--- src/rtl/pipeline_hazard_ctrl.sv ---
// Hazard, forwarding and sequencing controller for the 5-stage MIPS pipeline.
// Combinational forwarding/stall terms plus a small FSM for multi-cycle loads and syscall drain/halt.
module pipeline_hazard_ctrl #(
    parameter int MEM_LAT   = 2,
    parameter int DRAIN_CYC = 2
) (
    input  logic       i_clk,
    input  logic       i_rst_n,
    input  logic [4:0] i_rs_d,
    input  logic [4:0] i_rt_d,
    input  logic [4:0] i_rs_e,
    input  logic [4:0] i_rt_e,
    input  logic [4:0] i_write_reg_e,
    input  logic [4:0] i_write_reg_m,
    input  logic [4:0] i_write_reg_w,
    input  logic       i_reg_write_e,
    input  logic       i_reg_write_m,
    input  logic       i_reg_write_w,
    input  logic       i_mem_to_reg_e,
    input  logic       i_mem_to_reg_m,
    input  logic       i_mem_read_m,
    input  logic       i_branch_d,
    input  logic       i_pc_src_d,
    input  logic       i_syscall_e,
    input  logic       i_resume,
    output logic       o_stall_f,
    output logic       o_stall_d,
    output logic       o_stall_e,
    output logic       o_stall_m,
    output logic       o_flush_d,
    output logic       o_flush_e,
    output logic [1:0] o_fwd_a_e,
    output logic [1:0] o_fwd_b_e,
    output logic       o_fwd_a_d,
    output logic       o_fwd_b_d,
    output logic       o_halted
);

    localparam int WAIT_INIT  = (MEM_LAT > 1) ? MEM_LAT - 2 : 0;
    localparam int DRAIN_INIT = (DRAIN_CYC > 1) ? DRAIN_CYC - 1 : 0;
    localparam int MAX_INIT   = (WAIT_INIT > DRAIN_INIT) ? WAIT_INIT : DRAIN_INIT;
    localparam int CNT_W      = (MAX_INIT < 1) ? 1 : $clog2(MAX_INIT + 1);

    typedef enum logic [1:0] {
        RUN      = 2'd0,
        MEM_WAIT = 2'd1,
        DRAIN    = 2'd2,
        HALT     = 2'd3
    } state_t;

    state_t             r_state;
    state_t             w_state_next;
    logic [CNT_W-1:0]   r_wait_cnt;
    logic [CNT_W-1:0]   w_wait_cnt_next;
    logic [CNT_W-1:0]   r_drain_cnt;
    logic [CNT_W-1:0]   w_drain_cnt_next;

    logic w_m_valid;
    logic w_w_valid;
    logic w_e_hits_d;
    logic w_m_hits_d;
    logic w_lw_stall;
    logic w_br_stall;
    logic w_hz;
    logic w_mem_issue;

    // Register zero is never a real producer, so it never forwards or stalls.
    assign w_m_valid = i_reg_write_m && (i_write_reg_m != 5'd0);
    assign w_w_valid = i_reg_write_w && (i_write_reg_w != 5'd0);

    always_comb begin
        o_fwd_a_e = 2'b00;
        if (w_m_valid && (i_write_reg_m == i_rs_e))
            o_fwd_a_e = 2'b10;
        else if (w_w_valid && (i_write_reg_w == i_rs_e))
            o_fwd_a_e = 2'b01;

        o_fwd_b_e = 2'b00;
        if (w_m_valid && (i_write_reg_m == i_rt_e))
            o_fwd_b_e = 2'b10;
        else if (w_w_valid && (i_write_reg_w == i_rt_e))
            o_fwd_b_e = 2'b01;
    end

    assign o_fwd_a_d = w_m_valid && (i_write_reg_m == i_rs_d);
    assign o_fwd_b_d = w_m_valid && (i_write_reg_m == i_rt_d);

    assign w_e_hits_d = (i_write_reg_e != 5'd0) &&
                        ((i_write_reg_e == i_rs_d) || (i_write_reg_e == i_rt_d));
    assign w_m_hits_d = (i_write_reg_m != 5'd0) &&
                        ((i_write_reg_m == i_rs_d) || (i_write_reg_m == i_rt_d));

    assign w_lw_stall  = i_mem_to_reg_e && w_e_hits_d;
    assign w_br_stall  = i_branch_d && ((i_reg_write_e && w_e_hits_d) ||
                                        (i_mem_to_reg_m && w_m_hits_d));
    assign w_hz        = w_lw_stall || w_br_stall;
    assign w_mem_issue = i_mem_read_m && (MEM_LAT > 1);

    always_ff @(posedge i_clk) begin
        if (!i_rst_n) begin
            r_state     <= RUN;
            r_wait_cnt  <= '0;
            r_drain_cnt <= '0;
        end else begin
            r_state     <= w_state_next;
            r_wait_cnt  <= w_wait_cnt_next;
            r_drain_cnt <= w_drain_cnt_next;
        end
    end

    always_comb begin
        w_state_next     = r_state;
        w_wait_cnt_next  = r_wait_cnt;
        w_drain_cnt_next = r_drain_cnt;
        o_stall_f        = 1'b0;
        o_stall_d        = 1'b0;
        o_stall_e        = 1'b0;
        o_stall_m        = 1'b0;
        o_flush_d        = 1'b0;
        o_flush_e        = 1'b0;
        o_halted         = 1'b0;

        case (r_state)
            RUN: begin
                // An outstanding load is older than the syscall, so it is served first.
                if (w_mem_issue) begin
                    o_stall_f       = 1'b1;
                    o_stall_d       = 1'b1;
                    o_stall_e       = 1'b1;
                    o_stall_m       = 1'b1;
                    w_state_next    = MEM_WAIT;
                    w_wait_cnt_next = CNT_W'(WAIT_INIT);
                end else if (i_syscall_e) begin
                    o_stall_f        = 1'b1;
                    o_stall_d        = 1'b1;
                    o_flush_e        = 1'b1;
                    w_state_next     = DRAIN;
                    w_drain_cnt_next = CNT_W'(DRAIN_INIT);
                end else begin
                    o_stall_f = w_hz;
                    o_stall_d = w_hz;
                    o_flush_e = w_hz;
                    o_flush_d = i_pc_src_d && !w_hz;
                end
            end
            MEM_WAIT: begin
                o_stall_f = 1'b1;
                o_stall_d = 1'b1;
                o_stall_e = 1'b1;
                o_stall_m = 1'b1;
                if (r_wait_cnt == '0)
                    w_state_next = RUN;
                else
                    w_wait_cnt_next = r_wait_cnt - CNT_W'(1);
            end
            DRAIN: begin
                o_stall_f = 1'b1;
                o_stall_d = 1'b1;
                o_flush_e = 1'b1;
                if (r_drain_cnt == '0)
                    w_state_next = HALT;
                else
                    w_drain_cnt_next = r_drain_cnt - CNT_W'(1);
            end
            HALT: begin
                o_halted  = 1'b1;
                o_stall_f = 1'b1;
                o_stall_d = 1'b1;
                o_stall_e = 1'b1;
                o_stall_m = 1'b1;
                if (i_resume)
                    w_state_next = RUN;
            end
            default: w_state_next = RUN;
        endcase
    end

endmodule

--- config.mk ---
export PLATFORM = sky130hd
export DESIGN_NAME = pipeline_hazard_ctrl
export DESIGN_NICKNAME = d
export VERILOG_FILES = /design/src/rtl/pipeline_hazard_ctrl.sv
export SDC_FILE = /design/constraint.sdc
export NUM_CORES = 1
export LEC_CHECK = 0
export ABC_AREA = 1
export CAP_MARGIN = 20
export CORE_UTILIZATION = 45
export CTS_BUF_LIST = sky130_fd_sc_hd__clkbuf_4
export DETAILED_ROUTE_END_ITERATION = 6
export DONT_BUFFER_PORTS = 1
export GPL_ROUTABILITY_DRIVEN = 0
export MAX_ROUTING_LAYER = met4
export PLACE_DENSITY = 0.71
export SLEW_MARGIN = 20
export SYNTH_ARGS = -nofsm -noshare
export SYNTH_HDL_FRONTEND = slang
export SYNTH_SLANG_ARGS = --single-unit
export TNS_END_PERCENT = 20
--- constraint.sdc ---
create_clock -name i_clk -period 3.5 [get_ports i_clk]
set_input_delay 0.7 -clock i_clk [delete_from_list [all_inputs] [get_ports i_clk]]
set_output_delay 0.7 -clock i_clk [all_outputs]
set_load 0.03 [all_outputs]
Word-level counts from Yosys, hierarchy flattened
Index checks and enable logic that the tools add are counted.
- flip-flop bits (word level): 4
- bits of input ports: 47
- equal/unequal tests: 18
- multiplexer cells: 28
- reductions and logical operators: 31
- add/subtract/negate cells: 2
- operators with widths (kind ; number):
    $eq 5x5->1 ; 8
    $logic_and 1x1->1 ; 15
    $mux 1 ; 15
    $reduce_bool 5->1 ; 3
    $mux 2 ; 7
    $ne 2x2->1 const B ; 6
    $pmux 1 s2 ; 5
    $pmux 2 s4 ; 1
    $eq 2x2->1 const B ; 2
    $logic_or 1x1->1 ; 4
    $reduce_and 4->1 ; 1
    $reduce_bool 2->1 ; 2
    $ne 3x3->1 const B ; 1
    $reduce_and 3->1 ; 1
    $reduce_or 3->1 ; 1
    $eq 2x1->1 const B ; 1
    $logic_not 2->1 ; 1
    $reduce_and 2->1 ; 1
    $reduce_or 2->1 ; 1
    $sub 1x1->1 const B ; 2
    $logic_not 1->1 ; 1

Logic depth before layout (Yosys ltp)
Gate-level depths: netlist of run 1.
- depth in word-level cells: 12
- mapped depth: 11
- depth with buffers taken out: 10

Worst setup path before layout of run 1
No wires, ideal clock.
- path kind: in2out
- start: in i_write_reg_m[3]
- end: out o_fwd_a_e[0]
- path buffers: 1
- arrival: 2.038 ns
- path slack: 0.762 ns
- required time: 2.800 ns
- stages on the path: 4
- cells stage by stage: buf_4 > xor2_1 > nor4_2 > nor2_1
- word-level cells in the longest chain between the ends: 4
- elaborated cells between the ends (all ways): 5
- classes of those cells: eq/ne: 1; mux: 1; reduce/logical: 3
- ends and longest elaborated chain (what ; RTL line ; source):
    start: declaration ; 14 ; input logic [4:0] i_write_reg_m,
    $reduce_bool 5->1 ; 68 ; assign w_m_valid = i_reg_write_m && (i_write_reg_m != 5'd0);
    $logic_and 1x1->1 ; 68 ;
    $logic_and 1x1->1 (*) ; 73 ; if (w_m_valid && (i_write_reg_m == i_rs_e))
    $mux 2 (*) ; 73 ;
    end: declaration ; 32 ; output logic [1:0] o_fwd_a_e,
Every way passes the cells marked *; elsewhere a longest branch is shown, timed or not.

Final worst setup path of run 1
- start: in i_write_reg_m[2]
- end: out o_flush_d
- word-level cells in the longest chain between the ends: 12
- elaborated cells between the ends (all ways): 14
- classes of those cells: eq/ne: 2; mux: 3; reduce/logical: 9
- ends and longest elaborated chain (what ; RTL line ; source):
    $eq 5x5->1 ; 91 ; ((i_write_reg_m == i_rs_d) || (i_write_reg_m == i_rt_d));
    $logic_or 1x1->1 ; 91 ;
    $logic_and 1x1->1 (*) ; 90 ; assign w_m_hits_d = (i_write_reg_m != 5'd0) &&
    $logic_and 1x1->1 (*) ; 95 ; (i_mem_to_reg_m && w_m_hits_d));
    $logic_or 1x1->1 (*) ; 94 ; assign w_br_stall = i_branch_d && ((i_reg_write_e && w_e_hits_d) ||
    $logic_and 1x1->1 (*) ; 94 ;
    $logic_or 1x1->1 (*) ; 96 ; assign w_hz = w_lw_stall || w_br_stall;
    $logic_not 1->1 (*) ; 143 ; o_flush_d = i_pc_src_d && !w_hz;
    $logic_and 1x1->1 (*) ; 143 ;
    $mux 1 (*) ; 133 ; end else if (i_syscall_e) begin
    $mux 1 (*) ; 126 ; if (w_mem_issue) begin
    $mux 1 (*) ; 123 ; case (r_state)
    end: declaration ; 30 ; output logic o_flush_d,
Marks and branches as above.

==> results of run 1 <==
[registers in the layout (all words and copies together) (netlist names)]
| register | flops |
|---|---|
| r_drain_cnt | 1 |
| r_state | 2 |
[layout by cell type, fill, tap and decap left out]
cell type / instances
nor2_2: 1
nor3_4: 1
inv_1: 25
nand3_1: 8
dfxtp_1: 3
nor3_1: 2
a21oi_1: 1
buf_4: 3
xnor2_1: 14
clkbuf_4: 4
nor2_1: 19
nor3_2: 1
xor2_1: 15
nand3_2: 1
nor4_2: 2
nand2_2: 1
o211a_1: 1
o211ai_1: 1
nand4_2: 1
o21ai_0: 2
o31ai_1: 1
nand2_1: 46
nand4_1: 3
inv_2: 2
[cells by family (layout without fill, tap and decap cells)]
| group | Yosys count | after routing | share of synthesized area |
|---|---|---|---|
| simple gates | 86 | 86 | 0.444 |
| flops | 3 | 3 | 0.0668 |
| xor+xnor | 29 | 29 | 0.282 |
| compound gates | 6 | 6 | 0.0445 |
| buf+inv | 32 | 34 | 0.163 |
[final cells by class]
type | count | area share
Multi-Input combinational cell | 121 | 0.739
Inverter | 27 | 0.108
Sequential cell | 3 | 0.0640
Tap cell | 25 | 0.0333
Clock buffer | 4 | 0.0320
Timing Repair Buffer | 3 | 0.0240
[critical path: cells and delay by family]
kind / cells / cell delay [ns]
buf+inv: 1 / 0.05
simple gates: 6 / 1.29
[where the power goes]
group | internal [mW] | switching, mW | total, mW
Combinational | 0.0467 | 0.0731 | 0.120
Sequential | 0.0392 | 0.00520 | 0.0444
Clock | 0.0504 | 0.0170 | 0.0674
[worst max path at each step]
stage,cells past startpoint,to,from,slack (ns)
after CTS,7,o_flush_d,i_write_reg_m[2],0.73
after detailed placement,7,o_flush_d,i_write_reg_m[2],0.73
after floorplan,4,o_fwd_a_e[0],i_write_reg_m[3],0.76
final,7,o_flush_d,i_write_reg_m[2],0.75
after global routing,7,o_flush_d,i_write_reg_e[0],0.64
after global placement,7,o_flush_d,i_write_reg_m[2],0.77
[routing by layer]
metal,part of all wire,global-route usage,wire [microns]
met1,0.41,0.259,878
met2,0.50,0.378,1090
met3,0.089,0.0431,192
met4,0,0.0686,0
met5,0,-,0
[stage by stage]
step / instances / util / hold slack, ns / setup slack (ns)
after floorplan: 156 / - / 0.442 / 0.762
after global placement: 179 / 0.504 / 0.470 / 0.766
after detailed placement: 179 / 0.504 / 0.471 / 0.732
after CTS: 183 / 0.521 / 0.477 / 0.732
after global routing: 183 / 0.521 / 0.500 / 0.644
final: 183 / 0.521 / 0.478 / 0.753
==> run metrics, run 1 <==
vias=914; WP data arrival=2.05 ns; Pins Over Slew Limit=0; CTS sink cnt=3; Mapped Cells=156; Die Wd=46.7 microns; 1st-iter DRT viols=24; vias in the first global route=857; Startpoint Class=primary input; Pre-Repair DR Iteration Count=4; Setup TNS=0 ns; WL final=2.16 mm; storage element area=60.1 sq um; RR Startpoint=r_state[0]; YS warnings=0; Worst Setup End Kind=output pin; I/O Buffers=0; Post-synth EDFFs=0; CP most frequent cell=nand3_1; worst endpoint required time=2.80 ns; post-synth cell types=24; P&R area growth vs syn=4.31%; total power=0.232 mW; final net count=206; Post-synth top cells=46 x nand2_1, 25 x inv_1, 19 x nor2_1; DP Area=908 sq um; initial core utilization=0.499; hold path start=r_drain_cnt; CTS tree=done; Synth Flop Type=dfxtp_1; design area=938 sq um; CP max FO=6; count leader, synth=nand2_1; delay of the slowest critical-path stage=0.46 ns; Yosys reg bits=3; Final Cycle Share=0.785; DP Wirelength=1.90 mm; first-pass GRT wire length=3.31 mm; power per cell area=247 nW/um^2; CTS max path bufs=2; Clock Skews=0.00421 ns; Crit Reg-Reg Endpoint=r_state[1]; hold buffers post-CTS=0; Clock Latency Late Sink=0.23 ns; H-tree Lvls=1; Fin. Hold Viols=0; mapped cell area=900 sq um; # rows=15; PostCTS Resize Cnt=0; syn nets=203; gr ovfl total=0; Hold Crit Depth=2; GRT Total Usage=0.222; fmax=364 MHz; I/O pin count=60; Tmin final=2.75 ns; Yosys top cell by area=nand2_1; Die Height=46.7 microns; root buf cell=clkbuf_4; top cells by area, synth=nand2_1 19%, xor2_1 15%, xnor2_1 14%, inv_1 10%, nor2_1 7.9%; maxcap violations=0; Reg2Reg Depth=5; area of the core=1800 sq um; Yosys top cell area share=0.192; post-CTS setup buffers=0; Worst Tran Pin Value=0.598 ns; # fillers=196; hold endpoint=r_drain_cnt; Residual DRC=0; unrepaired setup endpoints after global routing=false; largest net degree at the start of global routing=8; HP Class=flip-flop to flip-flop; Wirelength per Cell=11.8 microns; Max transition margin=0.600; Via density=4.99; status=finished clean; Antenna Violating Nets Remaining=0; Setup CP Type=primary input to output pin; clock slew at reported path FFs=0.04 ns; Worst IR Drop VDD=0.000210 V; cells along the critical path=nor3_2 -> nand3_1 -> nand3_1 -> inv_1 -> nand2_2 -> nand4_2 -> nor2_2; Antenna diodes=0; cell leakage power=0.519 nW; R2R Setup Slk=2.34 ns; layout cells sized above 1=0.108; Synth Area per Inst=5.77 sq um; Die ar.=2180 sq um; initial antenna violation count=0; area occupied by multi-input gates=693 sq um; share of the yosys chip area belonging to registers=0.0668; CP max-delay cell=nor2_2; FFs w/ async S/R, synth=0; cts bufs inserted=3; final setup violation count=0
No activity file was read; power rests on OpenSTA's default activity.
==> run 2: changes to the inputs <==
--- a/config.mk
+++ b/config.mk
@@ -13,7 +13,7 @@
 export DONT_BUFFER_PORTS = 1
 export GPL_ROUTABILITY_DRIVEN = 0
 export MAX_ROUTING_LAYER = met4
-export PLACE_DENSITY = 0.71
+export PLACE_DENSITY = 0.73
 export SLEW_MARGIN = 20
 export SYNTH_ARGS = -nofsm -noshare
 export SYNTH_HDL_FRONTEND = slang
==> constraint.sdc (replaced) <==
create_clock -name i_clk -period 2.24 [get_ports i_clk]
set_input_delay 0.448 -clock i_clk [delete_from_list [all_inputs] [get_ports i_clk]]
set_output_delay 0.448 -clock i_clk [all_outputs]
set_load 0.03 [all_outputs]
==> run metrics, run 2 (synthesized netlist as in run 1, its figures left out) <==
status=finished clean; CTS max path bufs=2; Setup TNS=0 ns; 1st-iter DRT viols=15; area of the core=1800 sq um; vias=923; H-tree Lvls=1; final setup violation count=0; hold buffers post-CTS=0; cell leakage power=0.550 nW; DP Area=953 sq um; CP max FO=7; maxcap violations=0; critical path startpoint=r_state[0]; clock slew at reported path FFs=0.04 ns; most common cell after layout, fill and taps aside=nand2_1; storage element area=60.1 sq um; layout cells sized above 1=0.140; commonest cells after routing, fill and taps aside=46 x nand2_1, 25 x inv_1, 19 x nor2_1, 15 x xor2_1, 14 x xnor2_1; first-pass GRT wire length=3.31 mm; total power=0.373 mW; Startpoint Class=flip-flop; Biggest register=r_state; Pins Over Slew Limit=0; design area=983 sq um; Worst Tran Pin Value=0.311 ns; Die Height=46.7 microns; top flop regs=r_state (2), r_drain_cnt (1); Worst IR Drop VDD=0.000302 V; area occupied by multi-input gates=693 sq um; root buf cell=clkbuf_4; Tmin final=1.78 ns; Clock Latency Late Sink=0.24 ns; Die Wd=46.7 microns; cells along the critical path=nor3_4 -> nand4_2 -> nor2_2 -> buf_4; Fin. Hold Viols=0; PostCTS Resize Cnt=0; # fillers=209; CTS sink cnt=3; CP max-delay cell=dfxtp_1; CTS tree=done; Via density=4.88; Worst Setup End Kind=output pin; WL final=2.23 mm; Inst Count DP=185; # rows=15; delay of the slowest critical-path stage=0.35 ns; gr ovfl total=0; I/O Buffers=0; Clock Skews=0.00200 ns; fmax=561 MHz; GRT Total Usage=0.220; Setup CP Type=flip-flop to output pin; final net count=212; Antenna diodes=0; HP Class=primary input to flip-flop; Max transition margin=0.791; Wirelength per Cell=11.8 microns; vias in the first global route=851; max FFs per register=2; initial antenna violation count=0; unrepaired setup endpoints after global routing=false; Residual DRC=0; largest net degree at the start of global routing=8; Antenna Violating Nets Remaining=0; P&R area growth vs syn=9.32%; cts bufs inserted=3; RR Startpoint=r_state[0]; Pre-Repair DR Iteration Count=4; WP data arrival=1.33 ns; power per cell area=379 nW/um^2; Final Cycle Share=0.795; Die ar.=2180 sq um; fin cells=189; DP Wirelength=1.95 mm; hold path start=i_syscall_e; initial core utilization=0.499; I/O pin count=60; post-CTS setup buffers=0; worst endpoint required time=1.79 ns
## run 2: cell count changes in the layout (fill, tap and decap cells not counted), sizes merged
| cell | change |
|---|---|
| buf | +6 |
## run 2: area by class of cell
type                            instances  area share
Multi-Input combinational cell        121       0.705
Inverter                               27       0.103
Timing Repair Buffer                    9      0.0687
Sequential cell                         3      0.0611
Tap cell                               25      0.0318
Clock buffer                            4      0.0305
## run 2: metrics by stage
step,hold slack (ns),utilization,worst slack (ns)
final,0.359,0.546,0.458
after global routing,0.368,0.546,0.364
after CTS,0.357,0.546,0.445
after detailed placement,0.465,0.529,0.473
after global placement,0.453,0.529,0.503
after floorplan,0.442,-,0.00585
## run 2: metal layers
layer | vias to the layer above | GRT usage | part of all wire
li1 | 487 | - | -
met2 | 40 | 0.372 | 0.51
met5 | - | - | 0
met3 | 4 | 0.0588 | 0.089
met1 | 392 | 0.245 | 0.40
met4 | 0 | 0.0800 | 0.0036
## run 2: final timing paths
check,end,slack (ns),cells after the start
max,o_flush_d,0.46,4
min,r_drain_cnt,0.36,2
max reg2reg,r_state[1],1.10,5
min reg2reg,r_drain_cnt,0.46,2
## run 2: power by group
part	leakage [nW]	switching, mW	total (mW)	internal [mW]
clock network	0.0184	0.0293	0.108	0.0789
logic	0.507	0.117	0.194	0.0778
registers	0.0249	0.00887	0.0701	0.0613
## run 2: worst max-delay path: cells and delay by family, from the launching register on
kind | cells | cell delay (ns)
buffers and inverters | 1 | 0.16
and+or+nand+nor | 3 | 0.58
DFF | 1 | 0.35
==> run 3: changes to the inputs <==
--- a/config.mk
+++ b/config.mk
@@ -13,7 +13,7 @@
 export DONT_BUFFER_PORTS = 1
 export GPL_ROUTABILITY_DRIVEN = 0
 export MAX_ROUTING_LAYER = met4
-export PLACE_DENSITY = 0.73
+export PLACE_DENSITY = 0.71
 export SLEW_MARGIN = 20
 export SYNTH_ARGS = -nofsm -noshare
 export SYNTH_HDL_FRONTEND = slang
==> constraint.sdc (replaced) <==
create_clock -name i_clk -period 1.85 [get_ports i_clk]
set_input_delay 0.37 -clock i_clk [delete_from_list [all_inputs] [get_ports i_clk]]
set_output_delay 0.37 -clock i_clk [all_outputs]
set_load 0.03 [all_outputs]
==> run metrics, run 3 (synthesized netlist as in run 1, its figures left out) <==
Reg power frac=0.187; dpl ws=0.231 ns; max FFs per register=2; PostCTS Resize Cnt=0; fin cells=189; hold buffers post-CTS=0; Wirelength per Cell=11.7 microns; CTS max path bufs=2; CTS tree=done; Worst IR Drop VDD=0.000569 V; Die Wd=46.7 microns; Net Switching=0.184 mW; I/O Buffers=0; WP data arrival=1.29 ns; vias in the first global route=849; clock power share=0.283; GRT Total Usage=0.213; maxcap violations=0; root buf cell=clkbuf_4; switching part of the total power=0.411; unrepaired setup endpoints after global routing=false; top flop regs=r_state (2), r_drain_cnt (1); commonest cells after routing, fill and taps aside=46 x nand2_1, 25 x inv_1, 19 x nor2_1, 15 x xor2_1, 14 x xnor2_1; HP Class=primary input to flip-flop; power per cell area=452 nW/um^2; final net count=212; I/O pin count=60; area of the core=1800 sq um; Fin. Hold Viols=0; Worst Setup End Kind=output pin; clock slew at reported path FFs=0.04 ns; Die ar.=2180 sq um; post-CTS setup buffers=0; fmax=603 MHz; storage element area=60.1 sq um; R2R Setup Slk=0.70 ns; most common cell after layout, fill and taps aside=nand2_1; Worst Tran Pin Value=0.309 ns; largest net degree at the start of global routing=8; initial antenna violation count=0; Antenna diodes=0; Inst Count DP=185; Clock Skews=0.000125 ns; Hold Slack=0.294 ns; Setup CP Type=flip-flop to output pin; Met3 Wirelength=165 microns; Startpoint Class=flip-flop; M1 wire length=889 microns; P&R area growth vs syn=10.3%; Final Core Density=0.551; Residual DRC=0; met2 WL post-DR=1.15 mm; H-tree Lvls=1; CP max FO=7; gr ovfl total=0; # rows=15; final setup violation count=0; Via density=4.81; Clock Latency Late Sink=0.23 ns; Die Height=46.7 microns; max layer used=met4; Antenna Violating Nets Remaining=0; cell leakage power=0.552 nW; Final Cycle Share=0.896; Gate power share=0.529; 1st-iter DRT viols=15; # fillers=188; CTS sink cnt=3; first-pass GRT wire length=3.23 mm; worst endpoint required time=1.48 ns; Tmin final=1.66 ns; status=finished clean; DP Wirelength=1.95 mm; internal power=0.264 mW; Biggest register=r_state; initial core utilization=0.499; layout cells sized above 1=0.140; Max transition margin=0.793; Final WS setup=0.193 ns; WL final=2.22 mm; cts bufs inserted=3; Pre-Repair DR Iteration Count=4; Pins Over Slew Limit=0; area occupied by multi-input gates=702 sq um; vias=909
[run 3: cell count changes in the layout (fill, tap and decap cells not counted)]
cell | before | now
nor4_4 | 0 | 1
nor4_2 | 2 | 1
[run 3: metal layers]
layer | vias up | GRT usage
li1 | 487 | -
met1 | 380 | 0.237
met2 | 40 | 0.389
met3 | 2 | 0.0353
met4 | 0 | 0.0514
met5 | - | -
[run 3: power groups by stage]
stage	combinational [mW]	clock, mW	sequential (mW)
after floorplan	0.220	0	0.0839
after global placement	0.232	0	0.0846
after detailed placement	0.238	0	0.0850
after CTS	0.239	0.131	0.0839
after global routing	0.264	0.140	0.0853
final	0.237	0.127	0.0839
[run 3: critical path, stage by stage, from the launching register on]
cell     delay (ns)
dfxtp_1        0.33
nor3_4         0.32
nand4_2        0.16
nor2_2         0.09
buf_4          0.16
[run 3: worst paths after layout]
check / depth (start not counted) / start / endpoint
min reg2reg: 2 / r_drain_cnt / r_drain_cnt
min: 2 / i_syscall_e / r_drain_cnt
max: 4 / r_state[1] / o_flush_d
max reg2reg: 5 / r_state[1] / r_state[1]
[run 3: cell type report]
cell class | instances | share of cell area
Sequential cell | 3 | 0.0605
Tap cell | 25 | 0.0315
Timing Repair Buffer | 9 | 0.0681
Inverter | 27 | 0.102
Clock buffer | 4 | 0.0303
Multi-Input combinational cell | 121 | 0.707
[run 3: stage by stage]
step           setup TNS (ns)  power (mW)  instance area [sq um]
3_5_place_dp                0       0.323                    962
2_1_floorplan          -0.297       0.304                    908
4_1_cts                     0       0.455                    992
3_3_place_gp                0       0.317                    962
6_report                    0       0.448                    992
5_1_grt                     0       0.490                    992
